[src/rtl/pcu_stack.sv]
// Program counter unit for the fetch stage: two-word branches/calls, one-word returns,
// a hardware return-address stack, fetch stall and sticky stack error flags.
module pcu_stack #(
    parameter int unsigned DATA_W      = 8,
    parameter int unsigned ADDR_W      = 12,
    parameter int unsigned STACK_DEPTH = 4
) (
    input  logic                             clock,
    input  logic                             reset,
    input  logic                             stall,
    input  logic [DATA_W-1:0]                D_BUS,
    input  logic                             cflag,
    input  logic                             zflag,
    output logic [ADDR_W-1:0]                address,
    output logic                             taken,
    output logic [$clog2(STACK_DEPTH+1)-1:0] sp,
    output logic                             err_ovf,
    output logic                             err_unf
);

    localparam int unsigned PAGE_W = ADDR_W - DATA_W;
    localparam int unsigned SP_W   = $clog2(STACK_DEPTH + 1);
    localparam int unsigned IDX_W  = (STACK_DEPTH > 1) ? $clog2(STACK_DEPTH) : 1;

    typedef enum logic [0:0] {StFetch, StOpnd} state_e;
    typedef enum logic [1:0] {PendNone, PendBr, PendCall} pend_e;

    state_e              state_q, state_d;
    pend_e               pend_q, pend_d;
    logic [ADDR_W-1:0]   addr_q, addr_d;
    logic [PAGE_W-1:0]   page_q, page_d;
    logic                cond_q, cond_d;
    logic                taken_q, taken_d;
    logic [SP_W-1:0]     sp_q, sp_d;
    logic                ovf_q, ovf_d;
    logic                unf_q, unf_d;
    logic [ADDR_W-1:0]   stack_q [STACK_DEPTH];

    logic [3:0]          op;
    logic [ADDR_W-1:0]   addr_inc;
    logic [IDX_W-1:0]    top_idx;
    logic [IDX_W-1:0]    push_idx;
    logic                push;
    logic                two_word;
    logic                cond;

    assign op       = D_BUS[DATA_W-1 -: 4];
    assign addr_inc = addr_q + ADDR_W'(1);
    assign top_idx  = IDX_W'(sp_q - SP_W'(1));
    assign push_idx = IDX_W'(sp_q);

    // Opcode decode: which ops carry an operand word, and whether the branch is taken.
    always_comb begin
        two_word = 1'b1;
        cond     = 1'b1;
        case (op)
            4'hC, 4'hA: cond = 1'b1;
            4'hB:       cond = cflag;
            4'hD:       cond = ~cflag;
            4'h8:       cond = zflag;
            default: begin
                two_word = 1'b0;
                cond     = 1'b0;
            end
        endcase
    end

    always_comb begin
        state_d = state_q;
        pend_d  = pend_q;
        addr_d  = addr_q;
        page_d  = page_q;
        cond_d  = cond_q;
        taken_d = 1'b0;
        sp_d    = sp_q;
        ovf_d   = ovf_q;
        unf_d   = unf_q;
        push    = 1'b0;
        if (!stall) begin
            unique case (state_q)
                StFetch: begin
                    if (two_word) begin
                        page_d  = D_BUS[PAGE_W-1:0];
                        cond_d  = cond;
                        pend_d  = (op == 4'hA) ? PendCall : PendBr;
                        addr_d  = addr_inc;
                        state_d = StOpnd;
                    end else if (op == 4'h9) begin
                        if (sp_q != '0) begin
                            addr_d  = stack_q[top_idx];
                            sp_d    = sp_q - SP_W'(1);
                            taken_d = 1'b1;
                        end else begin
                            addr_d = addr_inc;
                            unf_d  = 1'b1;
                        end
                    end else begin
                        addr_d = addr_inc;
                    end
                end
                StOpnd: begin
                    state_d = StFetch;
                    pend_d  = PendNone;
                    if (cond_q) begin
                        addr_d  = {page_q, D_BUS};
                        taken_d = 1'b1;
                        // A full stack still takes the call; only the push is lost.
                        if (pend_q == PendCall) begin
                            if (sp_q < SP_W'(STACK_DEPTH)) begin
                                push = 1'b1;
                                sp_d = sp_q + SP_W'(1);
                            end else begin
                                ovf_d = 1'b1;
                            end
                        end
                    end else begin
                        addr_d = addr_inc;
                    end
                end
                default: state_d = StFetch;
            endcase
        end
    end

    always_ff @(posedge clock or posedge reset) begin
        if (reset) begin
            state_q <= StFetch;
            pend_q  <= PendNone;
            addr_q  <= '0;
            page_q  <= '0;
            cond_q  <= 1'b0;
            taken_q <= 1'b0;
            sp_q    <= '0;
            ovf_q   <= 1'b0;
            unf_q   <= 1'b0;
        end else begin
            state_q <= state_d;
            pend_q  <= pend_d;
            addr_q  <= addr_d;
            page_q  <= page_d;
            cond_q  <= cond_d;
            taken_q <= taken_d;
            sp_q    <= sp_d;
            ovf_q   <= ovf_d;
            unf_q   <= unf_d;
        end
    end

    // Return address is the word after the operand, i.e. OPND address + 1.
    always_ff @(posedge clock) begin
        if (push) begin
            stack_q[push_idx] <= addr_inc;
        end
    end

    assign address = addr_q;
    assign taken   = taken_q;
    assign sp      = sp_q;
    assign err_ovf = ovf_q;
    assign err_unf = unf_q;

endmodule

[config.mk]
export PLATFORM = sky130hd
export DESIGN_NAME = pcu_stack
export DESIGN_NICKNAME = d
export VERILOG_FILES = /design/src/rtl/pcu_stack.sv
export SDC_FILE = /design/constraint.sdc
export NUM_CORES = 1
export LEC_CHECK = 0
export CAP_MARGIN = 0
export CORE_UTILIZATION = 30
export CTS_CLUSTER_SIZE = 14
export DETAILED_ROUTE_END_ITERATION = 10
export SLEW_MARGIN = 30
export SYNTH_ARGS = -nofsm -noshare
export SYNTH_HDL_FRONTEND = slang
export SYNTH_SLANG_ARGS = --single-unit
[constraint.sdc]
create_clock -name clock -period 2.5 [get_ports clock]
set_input_delay 0.375 -clock clock [delete_from_list [all_inputs] [get_ports clock]]
set_output_delay 0.375 -clock clock [all_outputs]
set_load 0.02 [all_outputs]
==> results of run 1 <==
-- worst register-to-register path: cells and delay by family (launching register included) --
family | cells | cell delay (ps)
compound gates | 1 | 100
buf+inv | 2 | 370
fa+ha+maj | 1 | 520
mux | 2 | 520
flops | 1 | 390
-- worst paths after layout --
path / to / depth (start not counted)
worst max-delay path: address[3] / 5
worst min register to register: err_ovf / 1
max in group asynchronous: address[8] / 3
worst max register to register: address[3] / 6
worst min-delay path: err_unf / 3
min in group clock: err_ovf / 1
-- synth_stat cells (all sizes together), types with 2 or more instances --
cell type	instances
o22ai	3
edfxtp	48
o221ai	2
nor2b	3
inv	12
or3b	2
nor4	2
and2	9
or2b	2
xnor2	8
o211ai	6
a32oi	2
nand3	12
and3	2
xor2	2
a31oi	3
a211oi	2
mux4	12
mux2i	7
a31o	3
nand4	9
o21ai	16
nand2	18
nor3	5
and4	2
dfrtp	26
nand2b	4
clkbuf	10
o21a	2
buf	4
nor2	5
or4	2
a221oi	2
ha	6
a21oi	10
mux2	5
-- power groups by stage --
| stage | clock network, W | registers (W) | logic, W |
|---|---|---|---|
| 2_1_floorplan | 0 | 0.00188 | 0.00112 |
| 3_3_place_gp | 0 | 0.00185 | 0.00178 |
| 3_5_place_dp | 0 | 0.00186 | 0.00182 |
| 4_1_cts | 0.00150 | 0.00184 | 0.00183 |
| 5_1_grt | 0.00156 | 0.00187 | 0.00196 |
| 6_report | 0.00148 | 0.00183 | 0.00181 |
-- routing by layer --
metal,wire length (um),track usage (%),share of wire (%),vias to the layer above
met5,0,0,0,-
met4,194,6.15,2.1,0
met3,486,4.14,5.2,12
met2,4300,23.7,46,90
met1,4370,21.4,47,1304
li1,-,-,-,1214
-- cell type report --
type | count | area [um2]
multi-input cells | 188 | 1500
well taps | 168 | 210
inverters | 13 | 48.8
fillers | 1197 | 7490
repair buffers | 46 | 433
clock buffers | 11 | 243
clock inverters | 4 | 98.8
flip-flops and latches | 74 | 2090
-- kinds of logic after synthesis --
| logic type | synth area share [%] |
|---|---|
| flops | 55.7 |
| xor+xnor | 2.33 |
| buf+inv | 4.46 |
| fa+ha+maj | 2.00 |
| mux | 10.7 |
| simple gates | 13.0 |
| compound gates | 11.8 |
-- sequential cells by signal, summed over array words and instances (netlist names) --
name,cells
sp,3
stack_q,48
cond_q,1
err_ovf,1
pend_q,2
taken,1
page_q,4
state_q,1
address,12
err_unf,1
-- per-stage QoR --
step | worst slack [ps] | hold slack (ps)
floorplan | 63.4 | 415
global placement | 229 | 440
detailed placement | 136 | 447
CTS | 432 | 424
global route | 333 | 464
finish | 413 | 418
==> metrics.txt, run 1 <==
CTS root buffer=clkbuf_16; slowest CP cell=clkdlybuf4s50_1; worst-path maximum fanout=9; setup repair after global routing missed its margin=no; aggregate negative setup slack=0 ps; Data required, critical path=2730 ps; classification of the worst setup path=primary input to register; final cell utilization of the core=a little under two fifths; slowest cell delay on critical path=560 ps; Final Instance Count excl. Fillers=a little over 500; share of synthesized area occupied by flip-flops and latches=55.7%; deepest level of the CTS H-tree=3; arrival time at the worst endpoint=~2300 ps; top cells by area in the synthesized netlist=edfxtp_1 38%, dfrtp_1 17%, mux4_2 6.6%; worst setup path startpoint=D_BUS[6]; drt initial violations=approximately 150; number of synthesized register bits=74; share of total power in the clock network=between 20 and 30%; vias in the first global route=between 2,000 and 3,000; final WL=between 9000 and 10,000 um; clock latency at the later pin of the worst-skew pair=about 330 ps; final hold violation count=0; Synth async-reset ratio=roughly a third; yosys warns=0; total congestion overflow after global routing=0; nets@finish=351; placement row count=40; antenna-violating nets left=0; finished layout cell area=0.00462 mm2; Finish-stage setup viols=0; leading cell types in the layout, fill and taps excluded=48 x edfxtp_1, 30 x clkdlybuf4s50_1, 26 x dfrtp_1, 18 x nand2_1, 16 x o21ai_0; synthesized area divided by synthesized cell count=12.9 um2; register-to-register path setup slack=about 470 ps; proportion of netlist area held by the largest area contributor=38.4%; Critical Path Start Type=primary input; residual DRC count=0; cell taking the most area after synthesis=edfxtp_1; combinational share of power=35.3%; total clock sinks=74; outcome=complete, no violations; Max-slew headroom=65.5%; series of cell instances along the critical path=clkdlybuf4s50_1, nand4bb_1, nor2_2, mux2i_1, a221oi_1; total placed instance area=about 0.0043 mm2; effective utilization at floorplan=31.0%; share of the clock period used by the worst path after layout=a little over four fifths; reported max-cap violation count=0; nature of the critical path endpoint=register; Pwr Density=1110 mW/mm2; Power Internal=0.00340 W; Chip Width=roughly 110 um; worst-case clock buffer depth=2; top-level I/O count=31; worst IR drop on VDD=~0.37 mV; reg-to-reg startpoint=sp[1]; number of distinct standard cells referenced by the synthesized netlist=70; wire length of the first global-routing pass=between 10,000 and 15,000 um; number of buffers inserted for hold repair after clock tree synthesis=0; Resized Gates After CTS=0; vias per cell=between 5 and 6; clock input transition at the sequential cells of the worst setup and hold paths=~60 ps; clock tree from TritonCTS=yes; post-placement cell count=around 500; Buf+Inv Stages, Crit Path=1; first drt pass iteration count=5; slew of the pin with the lowest slew margin=approximately 510 ps; pin count of the biggest net entering global routing=27; EDFF count, synth=48; area delta synth->final=23.1%; switching pwr=around 0.0017 W; final total power=approximately 0.0051 W; fraction of layout cells with a size suffix above 1=approximately 18%; Placer Congestion=0.880; cell area after synthesis=roughly 0.0038 mm2; most common cell after layout, fill and taps aside=edfxtp_1; antenna diode count=0; Slew Viols, Final=0; routed vias=approximately 2,600; die outline area=between 0.01 and 0.015 mm2; die span in y=114 um; Min-Delay Path Class=primary input to asynchronous set/reset pin; proportion of power drawn by flip-flops and latches=35.8%; combined global-route utilization of all metal layers=between 10% and 20%; cell family with most CP delay=simple AND/OR/NAND/NOR gates; CTS Buf Count=9; synthesized net count=between 300 and 400; detail-routed net length per standard cell=18.6 um; Pleak=1.65 nW; number of antenna violations at the first check in global routing=0; count of buffers from port buffering=30; setup bufs post-CTS=0; Peak Freq=between 0.4 and 0.5 GHz; clock skew after layout=approximately 5.8 ps; post-synthesis instance total=between 200 and 300; Sw Share=roughly a third; area of the core region=~0.012 mm2; post-layout minimum cycle time=approximately 2100 ps; hpwl dp=between 6000 and 7000 um; most instantiated flip-flop cell in the synthesis netlist=edfxtp_1
Power figures use the tool's default switching activity.
==> run 2: changes to the inputs <==
clock period = 1.95 ns   (was 2.5 ns; I/O delays follow)
==> metrics.txt, run 2 (synthesis results as in run 1) <==
outcome=complete, no violations; Pwr Density=1370 mW/mm2 (+24%); Chip Width=114 um (unchanged); total placed instance area=0.00454 mm2 (+6.2%); count of buffers from port buffering=30 (unchanged); first drt pass iteration count=4 (-1); antenna diode count=0 (unchanged); setup bufs post-CTS=0 (unchanged); wire length of the first global-routing pass=15,400 um (+3.1%); series of cell instances along the critical path=ha_1, nand4_1, or4_1, a32oi_1, nand3_1; effective utilization at floorplan=31.0% (unchanged); leading cell types in the layout, fill and taps excluded=48 x edfxtp_1, 37 x buf_4, 30 x clkdlybuf4s50_1, 22 x dfrtp_1, 18 x nand2_1; worst-case clock buffer depth=2 (unchanged); drt initial violations=208 (+41%); die span in y=114 um (unchanged); routed vias=2,770 (+5.7%); share of the clock period used by the worst path after layout=a little over nine tenths; number of antenna violations at the first check in global routing=0 (unchanged); Slew Viols, Final=0 (unchanged); Reg with most FFs=stack_q; worst-path maximum fanout=6 (-3); worst IR drop on VDD=0.422 mV (+15%); final hold violation count=0 (unchanged); setup repair after global routing missed its margin=no; pin count of the biggest net entering global routing=27 (unchanged); antenna-violating nets left=0 (unchanged); top-level I/O count=31 (unchanged); finished layout cell area=0.00486 mm2 (+5.1%); clock latency at the later pin of the worst-skew pair=340 ps (about the same); nets@finish=377 (+7.4%); Min-Delay Path Class=primary input to asynchronous set/reset pin; slew of the pin with the lowest slew margin=491 ps (-23.1 ps); detail-routed net length per standard cell=18.1 um (-2.8%); total clock sinks=74 (unchanged); hpwl dp=7030 um (+6.5%); total congestion overflow after global routing=0 (unchanged); Pleak=1.77 nW (+7.1%); Critical Path Start Type=register; deepest level of the CTS H-tree=3 (unchanged); clock input transition at the sequential cells of the worst setup and hold paths=60 ps (about the same); slowest cell delay on critical path=480 ps (-80 ps); register-to-register path setup slack=110 ps (-360 ps); slowest CP cell=or4_1; area of the core region=0.0121 mm2 (unchanged); post-layout minimum cycle time=about 1800 ps; residual DRC count=0 (unchanged); final cell utilization of the core=40.1% (+2.0 points); fraction of layout cells with a size suffix above 1=25.9% (+8.3 points); final WL=9590 um (+2.4%); nature of the critical path endpoint=register; arrival time at the worst endpoint=2050 ps (-270 ps); area delta synth->final=29.4%; flip-flop count of the largest register after layout=48 (unchanged); vias in the first global route=2,779 (+5.8%); Placer Congestion=0.839 (-4.6%); die outline area=0.0130 mm2 (unchanged); CTS root buffer=clkbuf_16; clock tree from TritonCTS=yes; Finish-stage setup viols=0 (unchanged); most common cell after layout, fill and taps aside=edfxtp_1; clock skew after layout=8.65 ps (+2.89 ps); Peak Freq=approximately 0.54 GHz; Max-slew headroom=67.0% (+1.6 points); worst setup path startpoint=address[0]; placement row count=40 (unchanged); CTS Buf Count=9 (unchanged); combined global-route utilization of all metal layers=16.1% (+0.46 points); vias per cell=5.22 (+0.35%); number of buffers inserted for hold repair after clock tree synthesis=0 (unchanged); Data required, critical path=2160 ps (-570 ps); reg-to-reg startpoint=address[0]; reported max-cap violation count=0 (unchanged); classification of the worst setup path=register to register
==> run 2: worst paths after layout <==
check	depth (start not counted)	endpoint
min in group clock	1	err_ovf
max in group asynchronous	3	address[0]
max	5	address[6]
min	3	err_ovf
max reg2reg	5	address[6]
min reg2reg	1	err_ovf
==> run 2: per-stage QoR <==
stage / TNS, ps / cells / worst slack [ps] / hold slack (ps) / total power, W
2_1_floorplan: 0 / 291 / 4.42 / 332 / 0.00397
3_3_place_gp: -2740 / 515 / -82.6 / 442 / 0.00494
3_5_place_dp: -572 / 515 / -84.8 / 450 / 0.00497
4_1_cts: 0 / 531 / 64.1 / 353 / 0.00669
5_1_grt: 0 / 531 / 31.8 / 375 / 0.00702
6_report: 0 / 531 / 115 / 339 / 0.00666
==> run 2: metal layers <==
| metal | share of wire [%] | track usage [%] | wire [um] |
|---|---|---|---|
| met1 | 47 | 21.9 | 4500 |
| met2 | 47 | 25.2 | 4500 |
| met5 | 0 | 0 | 0 |
| met4 | 1.7 | 5.54 | 163 |
| met3 | 4.4 | 3.88 | 422 |
==> run 2: final cells by class <==
class / count / area, um2
Fill cell: 1204 / 7250
Clock buffer: 9 / 225
Timing Repair Buffer: 72 / 678
Tap cell: 168 / 210
Inverter: 13 / 48.8
Multi-Input combinational cell: 188 / 1520
Clock inverter: 7 / 82.6
Sequential cell: 74 / 2100
==> run 2: where the power goes <==
group / internal, W / switching (W)
Clock: 0.00101 / 0.000706
Sequential: 0.00203 / 0.000284
Combinational: 0.00128 / 0.00135
==> run 2: timing repair <==
item,in CTS,in global routing
endpoints found under the hold margin,0,0
setup endpoints to repair,0,2
gates resized for setup,0,4
==> run 2: critical path, delay by kind of cell (launching register included) <==
kind / cells / cell delay, ps
AOI/OAI and AO/OA: 1 / 220
and+or+nand+nor: 3 / 830
DFF: 1 / 430
adders and majority gates: 1 / 230
==> run 3: changes to the inputs <==
CAP_MARGIN = 10   (was 0)
SLEW_MARGIN = unset   (was 30)
==> results of run 3 <==
The final DEF is identical to that of run 2; final timing and power are the same.
